## src/rtl/alu_pkg.sv

```systemverilog
// Shared ALU definitions: function-code encoding (identical to the ALU),
// function-field width and the scheduler FSM state encoding.
package alu_pkg;

  localparam int unsigned ALU_FUN_W = 4;

  localparam logic [ALU_FUN_W-1:0] ALU_FUN_ADD   = 4'd0;
  localparam logic [ALU_FUN_W-1:0] ALU_FUN_SUB   = 4'd1;
  localparam logic [ALU_FUN_W-1:0] ALU_FUN_MUL   = 4'd2;
  localparam logic [ALU_FUN_W-1:0] ALU_FUN_DIV   = 4'd3;
  localparam logic [ALU_FUN_W-1:0] ALU_FUN_AND   = 4'd4;
  localparam logic [ALU_FUN_W-1:0] ALU_FUN_OR    = 4'd5;
  localparam logic [ALU_FUN_W-1:0] ALU_FUN_NAND  = 4'd6;
  localparam logic [ALU_FUN_W-1:0] ALU_FUN_NOR   = 4'd7;
  localparam logic [ALU_FUN_W-1:0] ALU_FUN_XOR   = 4'd8;
  localparam logic [ALU_FUN_W-1:0] ALU_FUN_XNOR  = 4'd9;
  localparam logic [ALU_FUN_W-1:0] ALU_FUN_CMPEQ = 4'd10;
  localparam logic [ALU_FUN_W-1:0] ALU_FUN_CMPGT = 4'd11;
  localparam logic [ALU_FUN_W-1:0] ALU_FUN_CMPLT = 4'd12;
  localparam logic [ALU_FUN_W-1:0] ALU_FUN_SHR   = 4'd13;
  localparam logic [ALU_FUN_W-1:0] ALU_FUN_SHL   = 4'd14;

  typedef enum logic [1:0] {
    ST_IDLE  = 2'd0,
    ST_ISSUE = 2'd1,
    ST_WAIT  = 2'd2,
    ST_RESP  = 2'd3
  } sched_state_t;

endpackage

```

## src/rtl/rr_arbiter.sv

```systemverilog
// Combinational round-robin arbiter. The search starts one past ptr and
// wraps, so the last winner (ptr) is considered last.
// Ports: req (request vector), ptr (last winner), grant_c (one-hot),
//        idx_c (encoded winner), any_c (some request present).
module rr_arbiter #(
  parameter int unsigned N_REQ    = 4,
  parameter int unsigned ID_WIDTH = $clog2(N_REQ)
) (
  input  logic [N_REQ-1:0]    req,
  input  logic [ID_WIDTH-1:0] ptr,
  output logic [N_REQ-1:0]    grant_c,
  output logic [ID_WIDTH-1:0] idx_c,
  output logic                any_c
);

  logic found;

  // First set request after ptr, modulo N_REQ
  always_comb begin
    grant_c = '0;
    idx_c   = '0;
    found   = 1'b0;
    for (int unsigned k = 1; k <= N_REQ; k++) begin
      if (!found && req[ID_WIDTH'((32'(ptr) + k) % N_REQ)]) begin
        grant_c[ID_WIDTH'((32'(ptr) + k) % N_REQ)] = 1'b1;
        idx_c = ID_WIDTH'((32'(ptr) + k) % N_REQ);
        found = 1'b1;
      end
    end
  end

  assign any_c = |req;

endmodule

```

## src/rtl/alu_rr_scheduler.sv

```systemverilog
// Shares one registered ALU between N_REQ requesters. One op in flight:
// accept (IDLE) -> enable ALU (ISSUE) -> wait for ALU valid (WAIT) ->
// hold tagged response until consumed (RESP).
// Ports: i_clk, i_rst (async, active-low); i_req_valid/a/b/fun (packed per
//        requester), o_req_ready (one-hot accept, combinational in IDLE);
//        o_alu_a/b/fun/en to the ALU, i_alu_out/i_alu_valid from it;
//        o_rsp_valid/id/data/err, i_rsp_ready toward the consumer.
// Build option: ALU_RR_SCHED_DIV0_EN answers DIV by zero locally with
//        all-ones data and o_rsp_err=1, without using the ALU.
module alu_rr_scheduler
  import alu_pkg::*;
#(
  parameter int unsigned OPER_WIDTH = 8,
  parameter int unsigned OUT_WIDTH  = 2 * OPER_WIDTH,
  parameter int unsigned N_REQ      = 4,
  parameter int unsigned ID_WIDTH   = $clog2(N_REQ)
) (
  input  logic                          i_clk,
  input  logic                          i_rst,
  input  logic [N_REQ-1:0]              i_req_valid,
  input  logic [N_REQ*OPER_WIDTH-1:0]   i_req_a,
  input  logic [N_REQ*OPER_WIDTH-1:0]   i_req_b,
  input  logic [N_REQ*ALU_FUN_W-1:0]    i_req_fun,
  output logic [N_REQ-1:0]              o_req_ready,
  output logic [OPER_WIDTH-1:0]         o_alu_a,
  output logic [OPER_WIDTH-1:0]         o_alu_b,
  output logic [ALU_FUN_W-1:0]          o_alu_fun,
  output logic                          o_alu_en,
  input  logic [OUT_WIDTH-1:0]          i_alu_out,
  input  logic                          i_alu_valid,
  output logic                          o_rsp_valid,
  output logic [ID_WIDTH-1:0]           o_rsp_id,
  output logic [OUT_WIDTH-1:0]          o_rsp_data,
  output logic                          o_rsp_err,
  input  logic                          i_rsp_ready
);

  sched_state_t          state_q, state_d;
  logic [ID_WIDTH-1:0]   ptr_q, ptr_d, id_q, id_d, gnt_idx;
  logic [N_REQ-1:0]      gnt;
  logic                  gnt_any;
  logic [OPER_WIDTH-1:0] a_q, a_d, b_q, b_d, sel_a, sel_b;
  logic [ALU_FUN_W-1:0]  fun_q, fun_d, sel_fun;
  logic                  en_q, en_d, rsp_valid_q, rsp_valid_d;
  logic [OUT_WIDTH-1:0]  data_q, data_d;
`ifdef ALU_RR_SCHED_DIV0_EN
  logic                  err_q, err_d;
`endif

  rr_arbiter #(
    .N_REQ    (N_REQ),
    .ID_WIDTH (ID_WIDTH)
  ) u_arb (
    .req     (i_req_valid),
    .ptr     (ptr_q),
    .grant_c (gnt),
    .idx_c   (gnt_idx),
    .any_c   (gnt_any)
  );

  // Operand/function slice of the winning requester
  always_comb begin
    sel_a   = '0;
    sel_b   = '0;
    sel_fun = '0;
    for (int unsigned k = 0; k < N_REQ; k++) begin
      if (gnt_idx == ID_WIDTH'(k)) begin
        sel_a   = i_req_a[k*OPER_WIDTH +: OPER_WIDTH];
        sel_b   = i_req_b[k*OPER_WIDTH +: OPER_WIDTH];
        sel_fun = i_req_fun[k*ALU_FUN_W +: ALU_FUN_W];
      end
    end
  end

  // State and output registers; reset pointer to N_REQ-1 so requester 0 wins first
  always_ff @(posedge i_clk or negedge i_rst) begin
    if (!i_rst) begin
      state_q     <= ST_IDLE;
      ptr_q       <= ID_WIDTH'(N_REQ - 1);
      id_q        <= '0;
      a_q         <= '0;
      b_q         <= '0;
      fun_q       <= '0;
      en_q        <= 1'b0;
      rsp_valid_q <= 1'b0;
      data_q      <= '0;
`ifdef ALU_RR_SCHED_DIV0_EN
      err_q       <= 1'b0;
`endif
    end else begin
      state_q     <= state_d;
      ptr_q       <= ptr_d;
      id_q        <= id_d;
      a_q         <= a_d;
      b_q         <= b_d;
      fun_q       <= fun_d;
      en_q        <= en_d;
      rsp_valid_q <= rsp_valid_d;
      data_q      <= data_d;
`ifdef ALU_RR_SCHED_DIV0_EN
      err_q       <= err_d;
`endif
    end
  end

  // Next state; en/rsp_valid are computed one cycle ahead so they line up with ISSUE/RESP
  always_comb begin
    state_d     = state_q;
    ptr_d       = ptr_q;
    id_d        = id_q;
    a_d         = a_q;
    b_d         = b_q;
    fun_d       = fun_q;
    en_d        = 1'b0;
    rsp_valid_d = rsp_valid_q;
    data_d      = data_q;
    o_req_ready = '0;
`ifdef ALU_RR_SCHED_DIV0_EN
    err_d       = err_q;
`endif
    case (state_q)
      ST_IDLE: begin
        if (gnt_any) begin
          o_req_ready = gnt;
          a_d         = sel_a;
          b_d         = sel_b;
          fun_d       = sel_fun;
          id_d        = gnt_idx;
          ptr_d       = gnt_idx;
`ifdef ALU_RR_SCHED_DIV0_EN
          if ((sel_fun == ALU_FUN_DIV) && (sel_b == '0)) begin
            state_d     = ST_RESP;
            rsp_valid_d = 1'b1;
            data_d      = '1;
            err_d       = 1'b1;
          end else begin
            state_d = ST_ISSUE;
            en_d    = 1'b1;
            err_d   = 1'b0;
          end
`else
          state_d = ST_ISSUE;
          en_d    = 1'b1;
`endif
        end
      end
      ST_ISSUE: state_d = ST_WAIT;
      ST_WAIT: begin
        if (i_alu_valid) begin
          data_d      = i_alu_out;
          rsp_valid_d = 1'b1;
          state_d     = ST_RESP;
        end
      end
      ST_RESP: begin
        if (i_rsp_ready) begin
          rsp_valid_d = 1'b0;
          state_d     = ST_IDLE;
        end
      end
      default: state_d = ST_IDLE;
    endcase
  end

  assign o_alu_a     = a_q;
  assign o_alu_b     = b_q;
  assign o_alu_fun   = fun_q;
  assign o_alu_en    = en_q;
  assign o_rsp_valid = rsp_valid_q;
  assign o_rsp_id    = id_q;
  assign o_rsp_data  = data_q;
`ifdef ALU_RR_SCHED_DIV0_EN
  assign o_rsp_err   = err_q;
`else
  assign o_rsp_err   = 1'b0;
`endif

endmodule

```

## config.mk

```make
export PLATFORM = sky130hd
export DESIGN_NAME = alu_rr_scheduler
export DESIGN_NICKNAME = d
export VERILOG_FILES = /design/src/rtl/alu_pkg.sv /design/src/rtl/rr_arbiter.sv /design/src/rtl/alu_rr_scheduler.sv
export SDC_FILE = /design/constraint.sdc
export NUM_CORES = 1
export LEC_CHECK = 0
export ABC_CLOCK_PERIOD_IN_PS = 3300
export BUFFER_PORTS_ARGS = -buffer_cell sky130_fd_sc_hd__buf_2
export CORE_MARGIN = 4
export CORE_UTILIZATION = 35
export DETAILED_ROUTE_END_ITERATION = 12
export HOLD_SLACK_MARGIN = 0.03
export MAX_ROUTING_LAYER = met4
export SLEW_MARGIN = 10
export SYNTH_ARGS = -nofsm -noshare
export SYNTH_HDL_FRONTEND = slang
export SYNTH_SLANG_ARGS = --single-unit
export TNS_END_PERCENT = 50
```

## constraint.sdc

```tcl
create_clock -name i_clk -period 3.3 [get_ports i_clk]
set_clock_uncertainty 0.1 [all_clocks]
set_input_delay 0.495 -clock i_clk [delete_from_list [all_inputs] [get_ports i_clk]]
set_output_delay 0.495 -clock i_clk [all_outputs]
set_load 0.03 [all_outputs]
```

==> After elaboration in Yosys (flattened, before gate mapping) <==
Cells that the tools add are included.
{ "word_totals": {"regBits": 44, "input_bits": 104, "out_inout_bits": 45, "wordCells": 101} }
{ "op_classes": {"add_sub_neg": 4, "magnitude_cmp": 8, "n_eq_ne": 9, "muxes": 50, "bitwise_logic": 3, "n_reduce_logical": 18} }
{ "ops": {"columns": ["cell", "count"], "rows": [
  ["8-bit two-way mux", 8],
  ["4-bit two-way mux", 10],
  ["1-bit two-way mux", 15],
  ["2-bit two-way mux", 7],
  ["2-bit by 3-bit less-than comparator with 1-bit output (second input constant)", 4],
  ["4-bit bitwise OR", 3],
  ["1-bit binary-select mux with 2-bit select", 4],
  ["1-bit demux with 2-bit select", 4],
  ["2-bit equality test (second input constant)", 4],
  ["2-bit by 1-bit greater-or-equal comparator with 1-bit output (second input constant)", 4],
  ["2-bit case mux with 4 select lines", 1],
  ["1-bit logical AND", 7],
  ["2-bit inequality test (second input constant)", 3],
  ["3-bit AND reduction", 2],
  ["2-bit by 1-bit adder with 2-bit output (second input constant)", 2],
  ["2-bit adder (second input constant)", 2],
  ["2-bit by 1-bit equality test with 1-bit output (second input constant)", 2],
  ["2-bit zero test", 2],
  ["2-bit AND reduction", 2],
  ["4-bit OR reduction", 1],
  ["1-bit zero test", 3],
  ["1-bit case mux with 2 select lines", 1],
  ["2-bit nonzero test", 1]
]} }

==> Longest topological paths before layout <==
{ "logic_depth": {"ltp_word": 18, "mapped_depth": 11, "mapped_depth_nobuf": 8} }

==> Cells and area by module <==
Synthesis repeated with hierarchy kept, for this count alone.
{ "hier_totals": {"cells_unflattened": 257, "hier_area_um2": 2780.2} }
{ "modules_own_cells": {"columns": ["mod", "n_inst", "cells_each", "area_each_um2", "seq_area_each_um2"], "rows": [
  ["alu_rr_scheduler", 1, 187, 2239.6, 1103.6],
  ["rr_arbiter", 1, 70, 540.5, 0.0]
]} }

==> Worst setup path after synthesis <==
Ideal clock, no wire load.
{ "synth_timing": {"path_kind": "register -> output", "start": "reg ptr_q[0]", "end": "out o_req_ready[0]", "arrival_ps": 2257, "t_required_ps": 2705, "path_slack_ps": 448, "path_stages_with_launch": 10, "path_buffers": 1, "path_cell_list": "dfstp_2 > buf_6 > inv_1 > ha_1 > mux4_2 > and2b_1 > a22oi_1 > nor2_1 > a221oi_1 > nor2_1"} }
{ "synth_via": {"elab_chain_len": 15} }
{ "synth_lines": {"columns": ["item", "line", "rtl"], "rows": [
  ["from (decl)", "alu_rr_scheduler.sv:39", "logic [ID_WIDTH-1:0] ptr_q, ptr_d, id_q, id_d, gnt_idx;"],
  ["from (signal assigned)", "alu_rr_scheduler.sv:79", "ptr_q <= ID_WIDTH'(N_REQ - 1);"],
  ["from (signal assigned)", "alu_rr_scheduler.sv:92", "ptr_q <= ptr_d;"],
  ["parallel branches: the longest is 12 deep, another holds 2-bit by 3-bit less-than comparator with 1-bit output", null, null],
  ["4-bit two-way mux (*)", "rr_arbiter.sv:24", "if (!found && req[ID_WIDTH'((32'(ptr) + k) % N_REQ)]) begin"],
  ["4-bit two-way mux (*)", "alu_rr_scheduler.sv:123", "if (gnt_any) begin"],
  ["4-bit two-way mux (*)", "alu_rr_scheduler.sv:121", "case (state_q)"],
  ["to (decl)", "alu_rr_scheduler.sv:24", "output logic [N_REQ-1:0] o_req_ready,"]
]} }
Every way passes the cells marked *. The select of a mux whose other input is x is not followed.

==> Worst setup path in the final report <==
{ "layout_timing": {"start": "reg ptr_q[1]", "end": "out o_req_ready[2]"} }
The elaborated chain is that of the path after synthesis.

==> reports/metrics.cfg <==
[status]
status=finished clean

[yosys]
netlist_instances=324
synthesis.area_um2=3120
ys_seq_area_frac=0.354
synth-main-ff-cell=dfrtp_1
synth_edf_count=0
synth_top_family_by_area=multiplexers
yosysUniqueCellTypes=41
yosys-mux-area-fraction=0.216
synth_seq_cells=44
avgSynthCellArea_um2=9.63
yosys.area_share.simple=0.0995
synth_fa_ha_area_frac=0.0441
async_flop_share=1.00
yosysWarnings=0
syn_nets=439
synthXorXnorAreaFrac=0
synth_compound_area_frac=0.187

[pwr]
power.leakage_nw=2.11
combPwrFrac=0.683
p_sw_frac=0.487
internal_power_mw=2.29
power_density_nw_per_um2=1080
power_frac_seq=0.218
power.share.clock=0.099
worst_ir_drop_vdd_mv=0.412
p_switching_mw=2.18

[floorplanning]
die_w_um=102
core_um2=8680
rows=34
die-area_um2=10500
io_pins=149
start_util=0.359
die_h_um=102

[final_layout]
fin_nets=579
multi_input_area_um2=1750
fillerInstances=855
layoutNonFillerInstCount=573
final_common_cell=buf_2
drive_gt1_frac=0.437
register_area_um2=1110
final_cell_mix=buf_2 (147), dfrtp_1 (42), inv_1 (40)
diodes=0
syn_to_final_growth_pct=33.0

[drt]
ant_nets=0
dr_total_vias=2905
drtIter0Drc=58
firstDrtPassIters=4
wl_per_cell_um=15.1
wl_mm=8.67
vias_per_cell=5.07
drc=0

[global_routing]
grt_overflow=0
antenna_found_initial=0
grt_max_degree=45
grt_pass1_vias=2871
track_usage=0.170
grt_first_pass_wirelength_mm=13.9

[worst_setup_path]
critPathLaunchType=flop
reg2regPathDepth=9
critPathKind=reg2out
reg2reg_from=ptr_q[0]$_DFFE_PN1P_
critPathSlowestCell=dfstp_2
crit_family=flip-flops
critical_path.cell_chain=clkinvlp_4 -> ha_4 -> mux4_2 -> and2b_1 -> a22oi_1 -> nor2_1 -> a221oi_1 -> nor2_1 -> buf_2
critical_path_buf_inv_count=2
crit_path_max_incr_delay_ns=0.58
reg2reg_to=o_alu_fun[0]$_DFFE_PN0P_
crit_arrival_ns=2.56
critical_path_required_ns=2.70
rrSetupSlack_ns=0.34
path_max_fanout=5
crit_path_frequent_cell=nor2_1
crit_path_end_kind=primary output

[cts]
cts_tree=yes
ctsHtreeMaxLevel=2
path_clk_slew_ns=0.09
cts-buffers-inserted=5
clk_latency_ns=0.29
cts_sinks=44
clockRootBuffer=clkbuf_8
clock_path_buffers=2

[timing]
relSlewSlack=0.332
fin_tns_setup_ns=0
period_minus_slack_ns=3.15
hold_slack_ns=0.257
period_share=0.956
rsz0062_at_grt=false
final_max_slew_viol_count=0
finalHoldViolations=0
worst_pin_slew_ns=1.00
finalSetupViolations=0
timing.fmax_mhz=317

[placement]
port_buffers=147
dp.cells=560
place.gp.congestion=0.857
hpwl_mm=6.55

[flow_run]
drv_cap=0

[hold_path]
min_path_type=in2async

==> stage by stage <==
| step | util | power [mW] | cell area (um^2) | setup slack, ns |
|---|---|---|---|---|
| floorplan | - | 3.24 | 3120 | 0.448 |
| global route | 0.478 | 4.80 | 4150 | 0.0342 |
| finish | 0.478 | 4.47 | 4150 | 0.146 |
| global placement | 0.457 | 3.92 | 3970 | 0.368 |
| CTS | 0.477 | 4.51 | 4140 | 0.0279 |
| detailed placement | 0.457 | 3.99 | 3970 | 0.217 |
==> worst max path at each step <==
| stage | from | end | slack (ns) | cells after the start |
|---|---|---|---|---|
| 6_report | ptr_q[1]$_DFFE_PN1P_ | o_req_ready[2] | 0.15 | 9 |
| 5_1_grt | ptr_q[0]$_DFFE_PN1P_ | o_req_ready[2] | 0.03 | 9 |
| 3_5_place_dp | ptr_q[1]$_DFFE_PN1P_ | o_req_ready[2] | 0.22 | 9 |
| 4_1_cts | ptr_q[1]$_DFFE_PN1P_ | o_req_ready[2] | 0.03 | 9 |
| 3_3_place_gp | ptr_q[0]$_DFFE_PN1P_ | o_req_ready[0] | 0.37 | 9 |
| 2_1_floorplan | ptr_q[0]$_DFFE_PN1P_ | o_req_ready[0] | 0.45 | 9 |
==> layer usage <==
layer	part of all wire	wire length, um	global-route usage	up-vias
li1	-	-	-	1446
met1	0.42	3670	0.208	1368
met2	0.53	4560	0.294	86
met3	0.043	369	0.0246	5
met4	0.0083	72	0.0434	0
met5	0	0	-	-
==> cells by family after synthesis <==
| group | Yosys count |
|---|---|
| AO/OA/AOI/OAI | 76 |
| adder cells (fa/ha/maj) | 11 |
| buffers and inverters | 69 |
| flip-flops | 44 |
| multiplexers | 60 |
| other | 1 |
| AND/OR/NAND/NOR | 63 |
==> state kept, by name, indices dropped and copies added, names as in the netlist <==
register,count
o_rsp_data,16
o_rsp_valid,1
o_alu_b,8
o_alu_en,1
o_alu_a,8
o_alu_fun,4
ptr_q,2
o_rsp_id,2
state_q,2
==> Yosys cell counts, types with 3 or more instances <==
library cell   n  area [um^2]
a211oi_1      33          248
a221oi_1       5         43.8
a22oi_1        4         30.0
buf_2          3         15.0
buf_6          5         56.3
clkbuf_1      18         67.6
dfrtp_1       42         1050
ha_1          11          138
inv_1         41          154
mux2_2        17          191
mux2_4         3         45.0
mux2i_1       37          370
mux4_2         3         67.6
nand2_1       26         97.6
nand4_1       10         62.6
nor2_1        12         45.0
nor3_1         3         15.0
o211ai_1      19          143
o21ai_0        3         15.0
==> repair_timing <==
item	CTS	global route
pin swaps	0	0
hold buffers	0	0
hold endpoints to repair	0	0
cloned	0	0
buffers inserted	4	1
gates resized for setup	3	0
setup endpoints to repair	4	4
==> worst reg2reg max path: stages, from the launching register on <==
cell and delay, ns:
dfstp_4 0.48, buf_4 0.15, buf_4 0.16, or3b_1 0.37
a2111o_1 0.40, nand3_1 0.19, o32a_2 0.38, buf_12 0.22
mux2_2 0.35, o211ai_1 0.08
==> cell type report <==
type	instances	area share
tap	108	0.0326
clock buffer	6	0.0199
sequential	44	0.267
inverter	41	0.0380
timing repair buffer	161	0.212
clock inverter	2	0.00935
multi-input combinational	211	0.422
==> power by group through the flow <==
stage | registers, mW | logic, mW | clock network [mW]
finish | 0.974 | 3.06 | 0.443
global route | 1.01 | 3.31 | 0.486
CTS | 0.989 | 3.06 | 0.464
detailed placement | 1.02 | 2.98 | 0
global placement | 1.01 | 2.91 | 0
floorplan | 1.47 | 1.77 | 0
(Power assumes the default switching activity.)
